[src/rtl/core_jmp_resolve_multi.sv]
// Multi-lane branch resolve: training records and counters 1 cycle after resolve; oldest mispredict
// goes to a one-entry redirect buffer held until redirect_ready_i, replaced only by an older redirect.
module core_jmp_resolve_multi #(
  parameter int LANES  = 2,
  parameter int XLEN   = 32,
  parameter int ID_W   = 6,
  parameter int META_W = 16,
  parameter int CNT_W  = 32
) (
  input  logic                    clk,
  input  logic                    rst,
  input  logic                    flush_i,
  input  logic [LANES-1:0]        valid_i,
  input  logic [LANES*2-1:0]      branch_type_i,
  input  logic [LANES*3-1:0]      cmp_type_i,
  input  logic [LANES*ID_W-1:0]   id_i,
  input  logic [LANES*XLEN-1:0]   pc_i,
  input  logic [LANES*XLEN-1:0]   target_i,
  input  logic [LANES*XLEN-1:0]   r0_i,
  input  logic [LANES*XLEN-1:0]   r1_i,
  input  logic [LANES-1:0]        pred_taken_i,
  input  logic [LANES*XLEN-1:0]   pred_target_i,
  input  logic [LANES*META_W-1:0] pred_meta_i,
  output logic                    redirect_valid_o,
  input  logic                    redirect_ready_i,
  output logic [XLEN-1:0]         redirect_pc_o,
  output logic [ID_W-1:0]         redirect_id_o,
  output logic [LANES-1:0]        upd_valid_o,
  output logic [LANES-1:0]        upd_miss_o,
  output logic [LANES-1:0]        upd_taken_o,
  output logic [LANES*XLEN-1:0]   upd_pc_o,
  output logic [LANES*XLEN-1:0]   upd_target_o,
  output logic [LANES*META_W-1:0] upd_meta_o,
  output logic [CNT_W-1:0]        br_cnt_o,
  output logic [CNT_W-1:0]        miss_cnt_o
);

  localparam logic [1:0] BRANCH_NOCONDITION = 2'b01;
  localparam logic [1:0] BRANCH_CONDITION   = 2'b10;
  localparam logic [2:0] CMP_E = 3'd0, CMP_NE = 3'd1, CMP_LT = 3'd2, CMP_GE = 3'd3;
  localparam logic [2:0] CMP_LTU = 3'd4, CMP_GEU = 3'd5, CMP_LE = 3'd6, CMP_GT = 3'd7;
  localparam int SUM_W = CNT_W + 3;
  localparam logic [CNT_W-1:0] CNT_MAX = '1;

  // a is older than b when b sits 1 .. 2^(ID_W-1)-1 steps ahead of a on the tag circle
  function automatic logic is_older(input logic [ID_W-1:0] a, input logic [ID_W-1:0] b);
    logic [ID_W-1:0] d;
    d = b - a;
    return (d != '0) && !d[ID_W-1];
  endfunction

  logic [LANES-1:0]            taken, miss, kill, surv;
  logic [LANES-1:0][XLEN-1:0]  next_pc;
  logic [LANES-1:0][ID_W-1:0]  lane_id;

  for (genvar g = 0; g < LANES; g++) begin : g_lane
    logic [XLEN-1:0] a, b, tgt;
    logic [1:0]      btype;
    logic [2:0]      ctype;
    logic            cond;

    assign a     = r0_i[g*XLEN +: XLEN];
    assign b     = r1_i[g*XLEN +: XLEN];
    assign tgt   = target_i[g*XLEN +: XLEN];
    assign btype = branch_type_i[g*2 +: 2];
    assign ctype = cmp_type_i[g*3 +: 3];

    always_comb begin
      cond = 1'b0;
      case (ctype)
        CMP_E:   cond = (a == b);
        CMP_NE:  cond = (a != b);
        CMP_LT:  cond = $signed({a[XLEN-1], a}) <  $signed({b[XLEN-1], b});
        CMP_GE:  cond = $signed({a[XLEN-1], a}) >= $signed({b[XLEN-1], b});
        CMP_LE:  cond = $signed({a[XLEN-1], a}) <= $signed({b[XLEN-1], b});
        CMP_GT:  cond = $signed({a[XLEN-1], a}) >  $signed({b[XLEN-1], b});
        CMP_LTU: cond = (a <  b);
        CMP_GEU: cond = (a >= b);
        default: cond = 1'b0;
      endcase
    end

    assign taken[g]   = (btype == BRANCH_NOCONDITION) | ((btype == BRANCH_CONDITION) & cond);
    assign next_pc[g] = taken[g] ? tgt : pc_i[g*XLEN +: XLEN] + XLEN'(4);
    assign lane_id[g] = id_i[g*ID_W +: ID_W];
    assign miss[g]    = valid_i[g] & ((pred_taken_i[g] != taken[g]) |
                        (taken[g] & (pred_target_i[g*XLEN +: XLEN] != tgt)));
  end

  logic                   red_vld_q, red_vld_d;
  logic [XLEN-1:0]        red_pc_q, red_pc_d;
  logic [ID_W-1:0]        red_id_q, red_id_d;
  logic [LANES-1:0]       upd_valid_q, upd_valid_d, upd_miss_q, upd_miss_d, upd_taken_q, upd_taken_d;
  logic [LANES*XLEN-1:0]  upd_pc_q, upd_pc_d, upd_target_q, upd_target_d;
  logic [LANES*META_W-1:0] upd_meta_q, upd_meta_d;
  logic [CNT_W-1:0]       br_cnt_q, br_cnt_d, miss_cnt_q, miss_cnt_d;
  logic                   fire, hold_live, cand_vld;
  logic [XLEN-1:0]        cand_pc;
  logic [ID_W-1:0]        cand_id;
  logic [2:0]             br_inc, miss_inc;
  logic [SUM_W-1:0]       br_sum, miss_sum;

  assign fire      = red_vld_q & redirect_ready_i;
  assign hold_live = red_vld_q & ~redirect_ready_i;

  // Any missing lane older than a lane kills it; tags within a cycle lie in a narrow window
  always_comb begin
    kill = '0;
    for (int i = 0; i < LANES; i++) begin
      kill[i] = flush_i | (hold_live & is_older(red_id_q, lane_id[i]));
      for (int j = 0; j < LANES; j++)
        if (miss[j] && is_older(lane_id[j], lane_id[i])) kill[i] = 1'b1;
    end
  end

  assign surv = valid_i & ~kill;

  always_comb begin
    cand_vld = 1'b0;
    cand_pc  = '0;
    cand_id  = '0;
    for (int i = LANES - 1; i >= 0; i--)
      if (surv[i] && miss[i]) begin
        cand_vld = 1'b1;
        cand_pc  = next_pc[i];
        cand_id  = lane_id[i];
      end
  end

  always_comb begin
    red_vld_d = red_vld_q;
    red_pc_d  = red_pc_q;
    red_id_d  = red_id_q;
    if (flush_i) begin
      red_vld_d = 1'b0;
    end else if (!red_vld_q || fire) begin
      red_vld_d = cand_vld;
      red_pc_d  = cand_pc;
      red_id_d  = cand_id;
    end else if (cand_vld && is_older(cand_id, red_id_q)) begin
      red_pc_d  = cand_pc;
      red_id_d  = cand_id;
    end
  end

  always_comb begin
    upd_valid_d  = surv;
    upd_miss_d   = surv & miss;
    upd_taken_d  = taken;
    upd_pc_d     = pc_i;
    upd_target_d = target_i;
    upd_meta_d   = pred_meta_i;
    br_inc       = '0;
    miss_inc     = '0;
    for (int i = 0; i < LANES; i++) begin
      br_inc   += 3'(surv[i]);
      miss_inc += 3'(surv[i] & miss[i]);
    end
    br_sum     = SUM_W'(br_cnt_q) + SUM_W'(br_inc);
    miss_sum   = SUM_W'(miss_cnt_q) + SUM_W'(miss_inc);
    br_cnt_d   = (br_sum   > SUM_W'(CNT_MAX)) ? CNT_MAX : br_sum[CNT_W-1:0];
    miss_cnt_d = (miss_sum > SUM_W'(CNT_MAX)) ? CNT_MAX : miss_sum[CNT_W-1:0];
  end

  always_ff @(posedge clk) begin
    if (rst) begin
      red_vld_q    <= 1'b0;
      red_pc_q     <= '0;
      red_id_q     <= '0;
      upd_valid_q  <= '0;
      upd_miss_q   <= '0;
      upd_taken_q  <= '0;
      upd_pc_q     <= '0;
      upd_target_q <= '0;
      upd_meta_q   <= '0;
      br_cnt_q     <= '0;
      miss_cnt_q   <= '0;
    end else begin
      red_vld_q    <= red_vld_d;
      red_pc_q     <= red_pc_d;
      red_id_q     <= red_id_d;
      upd_valid_q  <= upd_valid_d;
      upd_miss_q   <= upd_miss_d;
      upd_taken_q  <= upd_taken_d;
      upd_pc_q     <= upd_pc_d;
      upd_target_q <= upd_target_d;
      upd_meta_q   <= upd_meta_d;
      br_cnt_q     <= br_cnt_d;
      miss_cnt_q   <= miss_cnt_d;
    end
  end

  assign redirect_valid_o = red_vld_q;
  assign redirect_pc_o    = red_pc_q;
  assign redirect_id_o    = red_id_q;
  assign upd_valid_o      = upd_valid_q;
  assign upd_miss_o       = upd_miss_q;
  assign upd_taken_o      = upd_taken_q;
  assign upd_pc_o         = upd_pc_q;
  assign upd_target_o     = upd_target_q;
  assign upd_meta_o       = upd_meta_q;
  assign br_cnt_o         = br_cnt_q;
  assign miss_cnt_o       = miss_cnt_q;

endmodule

[config.mk]
export PLATFORM = sky130hd
export DESIGN_NAME = core_jmp_resolve_multi
export DESIGN_NICKNAME = d
export VERILOG_FILES = /design/src/rtl/core_jmp_resolve_multi.sv
export SDC_FILE = /design/constraint.sdc
export NUM_CORES = 1
export LEC_CHECK = 0
export BUFFER_PORTS_ARGS = -buffer_cell sky130_fd_sc_hd__buf_2
export CORE_AREA = 2 2 256 258
export DETAILED_ROUTE_END_ITERATION = 8
export DIE_AREA = 0 0 258 260
export HOLD_SLACK_MARGIN = 0.03
export PLACE_DENSITY = 0.52
export REMOVE_ABC_BUFFERS = 1
export SKIP_LAST_GASP = 1
export SLEW_MARGIN = 20
export SYNTH_ARGS = -nofsm -noshare
export SYNTH_HDL_FRONTEND = slang
export SYNTH_SLANG_ARGS = --single-unit
[constraint.sdc]
create_clock -name clk -period 11 [get_ports clk]
set_input_delay 1.1 -clock clk [delete_from_list [all_inputs] [get_ports clk]]
set_output_delay 1.1 -clock clk [all_outputs]
set_load 0.03 [all_outputs]
[After elaboration in Yosys (flattened, before gate mapping)]
Index checks and enable logic that the tools add are counted.
Cells by class
  eq/ne operators: 26
  shift operators: 0
  muxes and demuxes: 20
  magnitude comparators: 14
  $add $sub $neg: 13
  multipliers: 0
  bitwise gates (word level): 23
  div/mod/pow operators: 0
  reductions and logical operators: 35
Operators by type and width (number)
  32-bit 2-to-1 mux: 8
  32-bit >= comparator: 4
  32-bit less-than comparator: 4
  32-bit inequality test: 4
  32-bit by 2-bit adder with 33-bit output: 2
  33-bit by 32-bit > comparator with 1-bit output, second input constant: 2
  32-bit by 3-bit adder with 32-bit output, second input constant: 2
  32-bit == test: 2
  32-bit > comparator: 2
  32-bit less-or-equal comparator: 2
  6-bit nonzero test: 7
  6-bit subtractor: 7
  3-bit == test, second input constant: 8
  6-bit 2-to-1 mux: 4
  1-bit one-hot mux with 8 select lines: 2
  1-bit logical AND: 14
  1-bit AND: 12
  3-bit by 2-bit == test with 1-bit output, second input constant: 4
  1-bit zero test: 8
  3-bit by 1-bit == test with 1-bit output, second input constant: 2
  3-bit zero test: 2
  1-bit 2-to-1 mux: 6
  1-bit OR: 6
  1-bit by 1-bit adder with 2-bit output: 2
  10 further kinds: 15
Storage, ports and cells
  memories kept: 0
  logic and storage cells: 142
  flip-flop bits (word level): 269
  bits in writable memories: 0
  bits of input ports: 382
  bits in read-only memories: 0
  output and inout port bits: 269
  bits in latches: 0

[Depth between registers and ports, before layout]
Gate-level depths: netlist (run 1).
  depth in word-level cells: 21
  depth in mapped cells: 30
  depth with buffers taken out: 25

[Least setup slack after synthesis (run 1)]
No wires, ideal clock.
  kind: input to register
  start: input r1_i[41]
  end: register red_pc_q[10], in the netlist redirect_pc_o[10]
  path buffers: 4
  data arrival time: 6.412 ns
  stages: 29
  data required time: 10.914 ns
  setup time: 0.086 ns
  path slack: 4.502 ns
  cell sequence: inv_1 ha_1 a21o_1 a21o_1 a221o_1 nand3b_1 and3_1 mux2i_1 o31a_1 buf_2 mux2_2 a211o_1 buf_2 o22ai_1 inv_1 ha_1 nor2b_1 o21ai_0 nand2b_1 a21o_1 a21oi_1 xnor2_1 xnor2_1 a2111oi_4 o221ai_2 and2_1 buf_6 buf_6 a211oi_1
On the way
  word-level cells in the longest chain between the ends: 20
  elaborated cells between the ends (all ways): 39
  classes of those cells: add/sub: 1; order compare: 6; eq/ne: 3; mux: 12; bitwise: 7; reduce/logical: 10
RTL lines
  from (decl): line 20  | input logic [LANES*XLEN-1:0] r1_i,
  32-bit >= comparator (tied with other cells): line 78  | CMP_GEU: cond = (a >= b);
  1-bit one-hot mux with 8 select lines *: line 70  | case (ctype)
  1-bit AND *: line 83  | assign taken[g] = (btype == BRANCH_NOCONDITION) | ((btype == BRANCH_CONDITION) & cond);
  1-bit OR *: line 83
  1-bit inequality test or 1-bit AND (tied branches): line 86, 87
  1-bit OR *: line 86  | assign miss[g] = valid_i[g] & ((pred_taken_i[g] != taken[g]) |
  1-bit AND *: line 86
  1-bit logical AND: line 112  | if (miss[j] && is_older(lane_id[j], lane_id[i])) kill[i] = 1'b1;
  (+5 left out)
  6-bit 2-to-1 mux *: line 123  | if (surv[i] && miss[i]) begin
  net cand_id[1]: line 99  | logic [ID_W-1:0] cand_id;
  6-bit subtractor *: line 48  | d = b - a;
  6-bit nonzero test or 1-bit zero test (tied branches): line 49  | return (d != '0) && !d[ID_W-1];
  1-bit logical AND *: line 49
  1-bit logical AND *: line 140  | end else if (cand_vld && is_older(cand_id, red_id_q)) begin
  2-bit nonzero test (no line) *
  2-bit AND reduction (no line) *
  to (signal assigned): line 180  | red_pc_q <= red_pc_d;
  to (decl): line 91  | logic [XLEN-1:0] red_pc_q, red_pc_d;
Mark *: on every way through the listed nets, which the timed path passes. The rest lies on a longest branch. The select of a mux whose other input is x is not followed.
A chain may end at the register's enable or synchronous reset.

[Final worst setup path (run 1)]
  start: input target_i[50]
  end: register red_pc_q[23], in the netlist redirect_pc_o[23]
On the way
  word-level cells in the longest chain between the ends: 17
  elaborated cells between the ends (all ways): 27
  classes of those cells: add/sub: 1; eq/ne: 1; mux: 10; bitwise: 5; reduce/logical: 10
RTL lines
  from (decl): line 18  | input logic [LANES*XLEN-1:0] target_i,
  32-bit inequality test *: line 87  | (taken[g] & (pred_target_i[g*XLEN +: XLEN] != tgt)));
  1-bit AND *: line 87
  1-bit OR *: line 86
  1-bit AND *: line 86
  1-bit logical AND: line 112
  1-bit 2-to-1 mux: line 112
  2-bit NOT: line 116  | assign surv = valid_i & ~kill;
  2-bit AND: line 116
  (+2 left out)
  6-bit 2-to-1 mux *: line 123
  net cand_id[1]: line 99
  6-bit subtractor *: line 48
  6-bit nonzero test or 1-bit zero test (tied branches): line 49
  1-bit logical AND *: line 49
  1-bit logical AND *: line 140
  2-bit nonzero test (no line) *
  2-bit AND reduction (no line) *
Marks and branches as above.

==> results list, run 1 <==
* DIE AREA: 67080 µm²
* Core area: around 64000 µm²
- In this run the deepest clock path goes through 3 buffers.
- After synthesis, the cell types taking the most area are dfxtp_1 (37%), ha_1 (8.0%), nor2b_1 (7.2%), xnor2_1 (7.1%), a21oi_1 (4.8%).
- In this design, the largest share of critical-path delay is due to compound AO/OA/AOI/OAI gates.
- Global-route track usage on met3: 0.04532
- The first global-routing pass estimated 89380 µm of wire.
* GRT met2 Usage: 0.2988
- Share of synthesized registers carrying an async set or reset: 0
- Of all nets on the critical path, the largest fanout is 35.
- Slowest cell on crit path: xnor2_1
- Buf+Inv Stages, Crit Path: 2
- For this run, the number of Yosys warnings is 0.
* Min cycle time layout: 7.859 ns
* Largest net degree at the start of global routing: 112
- The pre-antenna-repair detailed-routing pass consisted of 5 iterations.
- Buffers placed on the I/O ports in this run total 650.
* Register-to-register setup slack: ~4.5 ns
- Mean cell area of the mapped netlist: 8.707 µm²
* Design Area, Final: slightly below 20000 µm²
* Width of the die: 258 µm
- Total negative setup slack: 0 ns
* Final Core Density: 0.3101
* Leading cell type in the layout, fill and taps excluded: buf_2
- Number of violations of the max-capacitance limit: 0
- Setup violations remaining at the end of the flow were counted as 0.
- Instance count after placement with tap cells included: 3107
- Clk Tree Root Cell: clkbuf_16
* Status: finished, final reports clean
* Class of the tightest hold or removal check: reg -> reg
* Proportion of layout cells with a drive suffix above 1: 0.3215
- After technology mapping, the gate count stands at 1668.
* Worst ir drop on vdd: between 0.1 and 0.15 mV
- The routed layout has around 14000 vias.
- Summed over all layers, the global routing overflow is 0.
- Total CTS buffers: 34
- 0 antenna diodes ended up in the layout.
- For this run, the register share of the synthesized area comes to 0.3708.
- In the finished design, the share of the clock period the worst path needs comes to 0.7145.
- For this run, design rule violations remaining after detail routing come to 0.
- Compared with the post-synthesis result, the final layout area differs by 36.88%.
* H-tree level count: 2
- The initialized floorplan defines 93 standard-cell rows.
* Via/cell ratio: ~4.5
- The final-report hold violation count is 0.
- Traced cell by cell, the critical path runs through buf_2, xnor2_1, nand4_1, nor4_1, nand4_1, o41ai_1, or2_2, o211a_4, a211o_1, o22ai_1, inv_1, ha_1, nor2b_1, o21ai_0, nand2b_1, a21o_1, a21oi_1, xnor2_1, xnor2_1, a2111oi_4, o221ai_4, and2_2, a211oi_1.
- Final wirelength: 62000 µm
- Flop and latch count out of synthesis: 269
- Data on the critical path is required at its endpoint by 11.37 ns.
- Area of all sequential standard cells: 5385 µm²
* Multi-input combinational cell area: 8347 µm²
* Largest stage delay, worst path: around 0.77 ns
* Placed Instance Area: 18650 µm²
- The worst pin sits at a relative slew slack of 0.3256.
- Most frequent cells in the layout: buf_2 (649), dfxtp_1 (269), nor2b_1 (167), inv_1 (142), a21oi_1 (136)
- For met1 alone, demand over resource in global routing was 0.2183.
* Synth area leader: dfxtp_1
- STA classifies the critical path startpoint as a primary input.
* Achievable Freq: between 100 and 150 MHz
* Netlist area before placement: 14520 µm²
* Average routed wire per standard cell: 19.58 µm
- The initial antenna violation count was 6.
- Once the clock tree was built, the resizer swapped 0 gates to a different size.
- In the final design database the tool counted approximately 2800 nets.
* Signal arrival time at the worst endpoint: 8.23 ns
- Pin placement for this block handled 651 I/O pins.
- Of the post-synthesis cell area, the dominant cell type holds 0.3708.
- Post-synth cell types: 67
- For this run, the total global-route usage over all layers was measured as 0.1765.
- Number of antenna-violating nets in the routed design: 0
- Clock transition at the register clock pins on the worst setup and hold paths after CTS: approximately 0.060 ns
* Effective utilization at floorplan: 0.2265
- Power spread over the standard cell area amounts to 144.0 nW/µm².
* Static power due to leakage: 9.157 nW
- Max Slew Vio Count: 0
* RePlAce Congestion: 0.9366
* Die span in y: between 200 and 300 µm
* Top cell by count, worst path: xnor2_1
- Between clock sinks in the finished design, the worst skew comes to 0.01216 ns.
- Post-CTS setup-driven buffer insertion count: 0
- Number of synthesized flops with an enable pin: 0
- Setup repair after global routing left no endpoint under its margin.
- At the pin with the least slew margin, the transition time is around 1 ns.
- Clock tree synthesis found a total of 269 sinks.
- Cts hold-fix bufs: 0
- Crit Path Category: in -> reg
- The number of global-route vias before repair is 14470.
* Clock tree from TritonCTS: built
* Main synth FF type: dfxtp_1
- Leaving out filler cells and counting taps, the final layout contains ~3200.
- Most utilized layer in the global route result: met2
* Iteration-0 DRC count of the detailed router: approximately 700
- After filler insertion, the fill cell instance count of the layout stands at a little under 7000.
- At the later pin of the worst-skew pair, clock insertion delay measures 0.53 ns.
- Crit. End Element: flip-flop
- After legalization and detailed placement, the total HPWL measured 51170 µm.
## per-layer routing
layer	share of wire	vias to the layer above
met5	0.00095	-
met4	0.030	10
met3	0.070	97
met2	0.48	536
met1	0.42	6791
li1	-	6954
## kinds of logic (layout without fill, tap and decap cells)
family,Yosys count,count (layout),synth area share
fa+ha+maj,99,99,0.08840
buf+inv,216,859,0.05893
compound gates,318,318,0.1429
flops,269,269,0.3708
mux,25,25,0.01740
xor+xnor,195,195,0.1176
simple gates,546,546,0.2039
## worst paths after layout
kind / from / endpoint / cells past startpoint
setup / recovery: target_i[50] / redirect_pc_o[23]$_SDFFE_PP0P_ / 23
hold / removal: redirect_pc_o[17]$_SDFFE_PP0P_ / redirect_pc_o[17]$_SDFFE_PP0P_ / 2
setup reg to reg: redirect_id_o[1]$_SDFFE_PP0P_ / redirect_pc_o[23]$_SDFFE_PP0P_ / 24
hold reg to reg: redirect_pc_o[17]$_SDFFE_PP0P_ / redirect_pc_o[17]$_SDFFE_PP0P_ / 2
## through the flow
step	hold WS, ns	setup WS [ns]	power, mW
after floorplan	0.5709	2.889	1.383
after global placement	0.4416	2.504	1.646
after detailed placement	0.4437	2.559	1.657
after CTS	0.4536	3.135	2.913
after global routing	0.4780	2.479	2.995
final	0.4554	3.141	2.862
## final cells by class
cell class / count / share of cell area
clock buffer: 42 / 0.04739
clock inverter: 17 / 0.01404
inverter: 142 / 0.02681
multi-input combinational: 1183 / 0.4199
sequential: 269 / 0.2709
tap: 855 / 0.05381
timing repair buffer: 658 / 0.1672
## where the power goes
part           switching, mW  internal (mW)  leakage [nW]  total [mW]
Combinational          0.377          0.214          6.35       0.591
Clock                  0.457          0.774         0.592        1.23
Sequential            0.0186           1.02          2.22        1.04
## cells in the mapped netlist (6+ instances only)
library cell,number
mux2i_1,23
nand2b_1,11
nor3_1,17
nand2_1,78
a211oi_1,46
xnor2_1,117
ha_1,93
inv_1,142
nor4_1,12
xor2_1,78
a221oi_1,17
clkbuf_1,59
o22ai_1,18
a21oi_1,138
a21o_1,11
buf_2,6
nand4_1,43
dfxtp_1,269
nor2_1,94
and3_1,34
o21ai_0,28
nand3_1,63
fa_1,6
nor2b_1,167
## sequential cells by signal (all words and copies together), names as in the netlist
name / cells
br_cnt_o: 32
miss_cnt_o: 32
redirect_id_o: 6
redirect_pc_o: 32
redirect_valid_o: 1
upd_meta_o: 32
upd_miss_o: 2
upd_pc_o: 64
upd_taken_o: 2
upd_target_o: 64
upd_valid_o: 2
## worst register-to-register path, stage by stage (launching register included)
cell       delay, ns
dfxtp_1         0.47
inv_1           0.18
ha_1            0.31
a21o_1          0.18
a21oi_1         0.23
o21bai_1        0.11
a21oi_1         0.18
xnor2_1         0.14
o311a_1         0.19
nand3b_1        0.33
a211o_1         0.72
o22ai_1         0.42
inv_1           0.08
ha_1            0.26
nor2b_1         0.12
o21ai_0         0.35
nand2b_1        0.10
a21o_1          0.19
a21oi_1         0.17
xnor2_1         0.19
xnor2_1         0.21
a2111oi_4       0.09
o221ai_4        0.21
and2_2          0.71
a211oi_1        0.21
(Power assumes the default switching activity.)
==> run 2, diff against run 1 <==
ABC_AREA = 1   (was default)
CORE_AREA = 2 2 254 256   (was 2 2 256 258)
DIE_AREA = 0 0 256 258   (was 0 0 258 260)
PLACE_DENSITY = 0.56   (was 0.52)
clock period = 6.6 ns   (was 11 ns; I/O delays follow)
==> results list, run 2 <==
* Status: finished, final reports clean
* Number of violations of the max-capacitance limit: 0 (unchanged)
* Share of synthesized registers carrying an async set or reset: 0 (unchanged)
* RePlAce Congestion: 0.9197 (-1.8%)
* Crit. End Element: flip-flop
* Power Internal: 3.336 mW (+66%)
* Placed Instance Area: 19670 µm² (+5.4%)
- Min cycle time layout: just under 6 ns
- Clk Tree Root Cell: clkbuf_16
* Number of diodes added for antenna fixing: 0 (unchanged)
* Achievable Freq: 170.8 MHz
* Average routed wire per standard cell: 17.10 µm (-13%)
- Via/cell ratio: 4.338 (-4.5%)
- Hold path cells: 3 (+1)
* Commonest cells in the netlist: inv_1 (353), nor2_1 (337), nand2_1 (305), dfxtp_1 (269), xor2_1 (114)
- Total negative setup slack: 0 ns (unchanged)
* First drt pass iteration count: 6 (+1)
* Main synth FF type: dfxtp_1
* Most instantiated library cell after synthesis: inv_1
- Largest net degree at the start of global routing: 84 (-25%)
* Signal arrival time at the worst endpoint: 6.30 ns (-1.93 ns)
- The number of filler instances in the final layout is 7021 (+3.0%).
* Iteration-0 DRC count of the detailed router: 820 (+16%)
* Worst slack at placement: 0.2277 ns (-2.331 ns)
- The total non-filler cell area in the finished layout was 20950 µm² (+5.4%).
- The number of clock buffers inserted by TritonCTS was 36 (+5.9%).
- The combined global-route utilization of all metal layers is 0.1829 (+0.006410).
- The yosys synthesis warning count is 0 (unchanged).
- Final wirelength: 63060 µm (+1.7%)
- The die outline area is 66050 µm² (-1.5%).
* Path length in cells of the critical path: 35 (+52%)
- The via count of the routed design was 16000 (+11%).
- The count of nets after finishing came to 3287 (+19%).
* Insertion delay to the later sink of the worst-skew pair: 0.55 ns (+0.02 ns)
- Die span in y: 258 µm (-0.77%)
- Met3 routed WL: 4157 µm (-4.4%)
* Length of routed wiring on met1: 28050 µm (+7.1%)
* Transition time at the pin with the least slew margin: 0.9869 ns (-0.01536 ns)
- Most area-consuming cells after synthesis: dfxtp_1 (35%), inv_1 (8.7%), nor2_1 (8.3%), ha_1 (7.6%), nand2_1 (7.5%)
* Effective utilization at floorplan: 0.2397 (+0.01322)
- Mean cell area of the mapped netlist: 7.137 µm² (-18%)
- The largest incremental delay on the critical path was 0.37 ns (-0.40 ns).
- TritonCTS built the clock tree.
- Post-synthesis cell count: 2138 (+28%)
- The total chip power was 4.775 mW (+67%).
- Static power due to leakage: 10.91 nW (+19%)
* Core area: 63650 µm² (-0.73%)
* Crit Path Category: in -> reg
- Number of hold-slack violations in the final timing report: 0 (unchanged)
- The number of global-route vias before repair was 15370 (+6.2%).
* Global-route wire length before repair: 92250 µm (+3.2%)
- Cell family with most CP delay: simple AND/OR/NAND/NOR gates
* H-tree level count: 2 (unchanged)
- Drt drc: 0 (unchanged)
- The post-synthesis cell area came to 15260 µm² (+5.1%).
* Unrepaired setup endpoints after global routing: no
- Final Core Density: 0.3292 (+0.01911)
- Most frequent cells in the layout: buf_2 (649), inv_1 (351), nor2_1 (337), nand2_1 (305), dfxtp_1 (269)
* Required arrival time at the worst endpoint: 7.04 ns (-4.33 ns)
- Top metal layer carrying routed signals: met5
- Reg power frac: 0.361 (-0.002)
* Class of the tightest hold or removal check: in -> reg
* Final hold slack: 0.3088 ns (-0.1465 ns)
- The number of placement rows was 93 (unchanged).
- The initial antenna violation count is 5 (-1).
- The post-synthesis cell type count is 50 (-25%).
- The part of the Yosys area used for sequential elements came to 0.3529 (-0.01788).
- Synth-to-layout area growth: 37.31%
- Buf+Inv Stages, Crit Path: 7 (+5)
- Max transition margin: 0.3380 (+0.01234)
* Pwr/cell area: 227.9 nW/µm² (+58%)
- Leading cell type in the layout, fill and taps excluded: buf_2
- The number of standard cells in the layout, taps in and fillers out came to 3687 (+16%).
- Instance count after placement with tap cells included: 3623 (+17%)
* Net Switching: 1.439 mW (+69%)
- Width of the die: 256 µm (-0.78%)
- The count of flip-flops with a built-in enable after synthesis was 0 (unchanged).
- The number of post-CTS setup repair buffers was 0 (unchanged).
- Relative contribution of the clock network to total power: 0.444 (+0.014)
- Cts hold-fix bufs: 0 (unchanged)
- Slowest cell on crit path: ha_1
* CTS Sinks: 269 (unchanged)
* Proportion of layout cells with a drive suffix above 1: 0.2931 (-0.02843)
* Startpoint Class: primary input
- The number of buffers between clock root and the deepest sink was 3 (unchanged).
* Max Slew Vio Count: 0 (unchanged)
- Worst R2R Path Depth: 30 (+25%)
- The clock input transition at the sequential cells of the worst setup and hold paths was 0.06 ns (about the same).
- Number of buffers inserted by port buffering: 650 (unchanged)
* GRT overflow: 0 (unchanged)
- DP HPWL: 51690 µm (+1.0%)
* Net Sw Frac: 0.3013 (+0.003300)
- The top fanout value on the critical path is 8 (-77%).
- The I/O pin count came to 651 (unchanged).
- Flop and latch count out of synthesis: 269 (unchanged)
- Of all cell types, the one taking the most synthesized area is dfxtp_1.
- Worst ir drop on vdd: 0.2141 mV (+93%)
* Skew final: 0.03051 ns (+0.01834 ns)
* Final worst setup slack: 0.7464 ns (-2.394 ns)
- Setup violation total in the final timing report: 0 (unchanged)
- Number of antenna-violating nets in the routed design: 0 (unchanged)
- The post-cts sizing count came to 0 (unchanged).
* Combinational cell fraction of total power: 0.196 (-0.011)
- Dividing the final minimum period by the clock period gives 0.8869.
* Met2 wire length: 28970 µm (-1.9%)
- Area share of the leading cell type in the synthesized netlist: 0.3529 (-0.01788)
[run 2: layer usage]
metal,GRT usage,up-vias
met3,0.04270,104
li1,-,8140
met2,0.3008,485
met1,0.2368,7258
met4,0.05718,8
met5,0,-
[run 2: worst paths after layout]
kind | to | slack [ns] | from
setup reg to reg | miss_cnt_o[25]$_SDFF_PP0_ | 1.12 | redirect_id_o[1]$_SDFFE_PP0P_
hold reg to reg | redirect_pc_o[4]$_SDFFE_PP0P_ | 0.49 | redirect_pc_o[4]$_SDFFE_PP0P_
hold / removal | upd_meta_o[24]$_SDFF_PP0_ | 0.31 | pred_meta_i[24]
setup / recovery | miss_cnt_o[25]$_SDFF_PP0_ | 0.75 | r1_i[63]
[run 2: power groups by stage]
stage	logic [mW]	clock network, mW	registers, mW
after CTS	0.947	2.19	1.72
after global routing	1.03	2.25	1.73
final	0.934	2.12	1.72
after floorplan	0.379	0	1.90
after global placement	0.941	0	1.76
after detailed placement	0.943	0	1.76
[run 2: kinds of logic (layout without fill, tap and decap cells)]
logic type                 after synthesis  count (layout)  share of synthesized area
adders and majority gates               99              99                    0.08413
buffers and inverters                  428            1122                     0.1105
and+or+nand+nor                        881             881                     0.2484
AOI/OAI and AO/OA                      313             313                     0.1191
xor gates and xnor gates               148             148                    0.08495
DFF                                    269             269                     0.3529
[run 2: final cells by class]
class	instances	area, µm²	area share
Tap cell	855	1070	0.05106
Inverter	355	1334	0.06366
Timing Repair Buffer	703	3672	0.1753
Multi-Input combinational cell	1441	8205	0.3916
Clock inverter	14	188.9	0.009018
Clock buffer	50	1096	0.05231
Sequential cell	269	5385	0.2570
[run 2: worst register-to-register path, delay by kind of cell, from the launching register on]
kind,cells,cell delay (ns)
compound gates,3,0.68
buf+inv,7,0.88
xor+xnor,1,0.16
simple gates,16,2.35
fa+ha+maj,3,0.83
flops,1,0.47
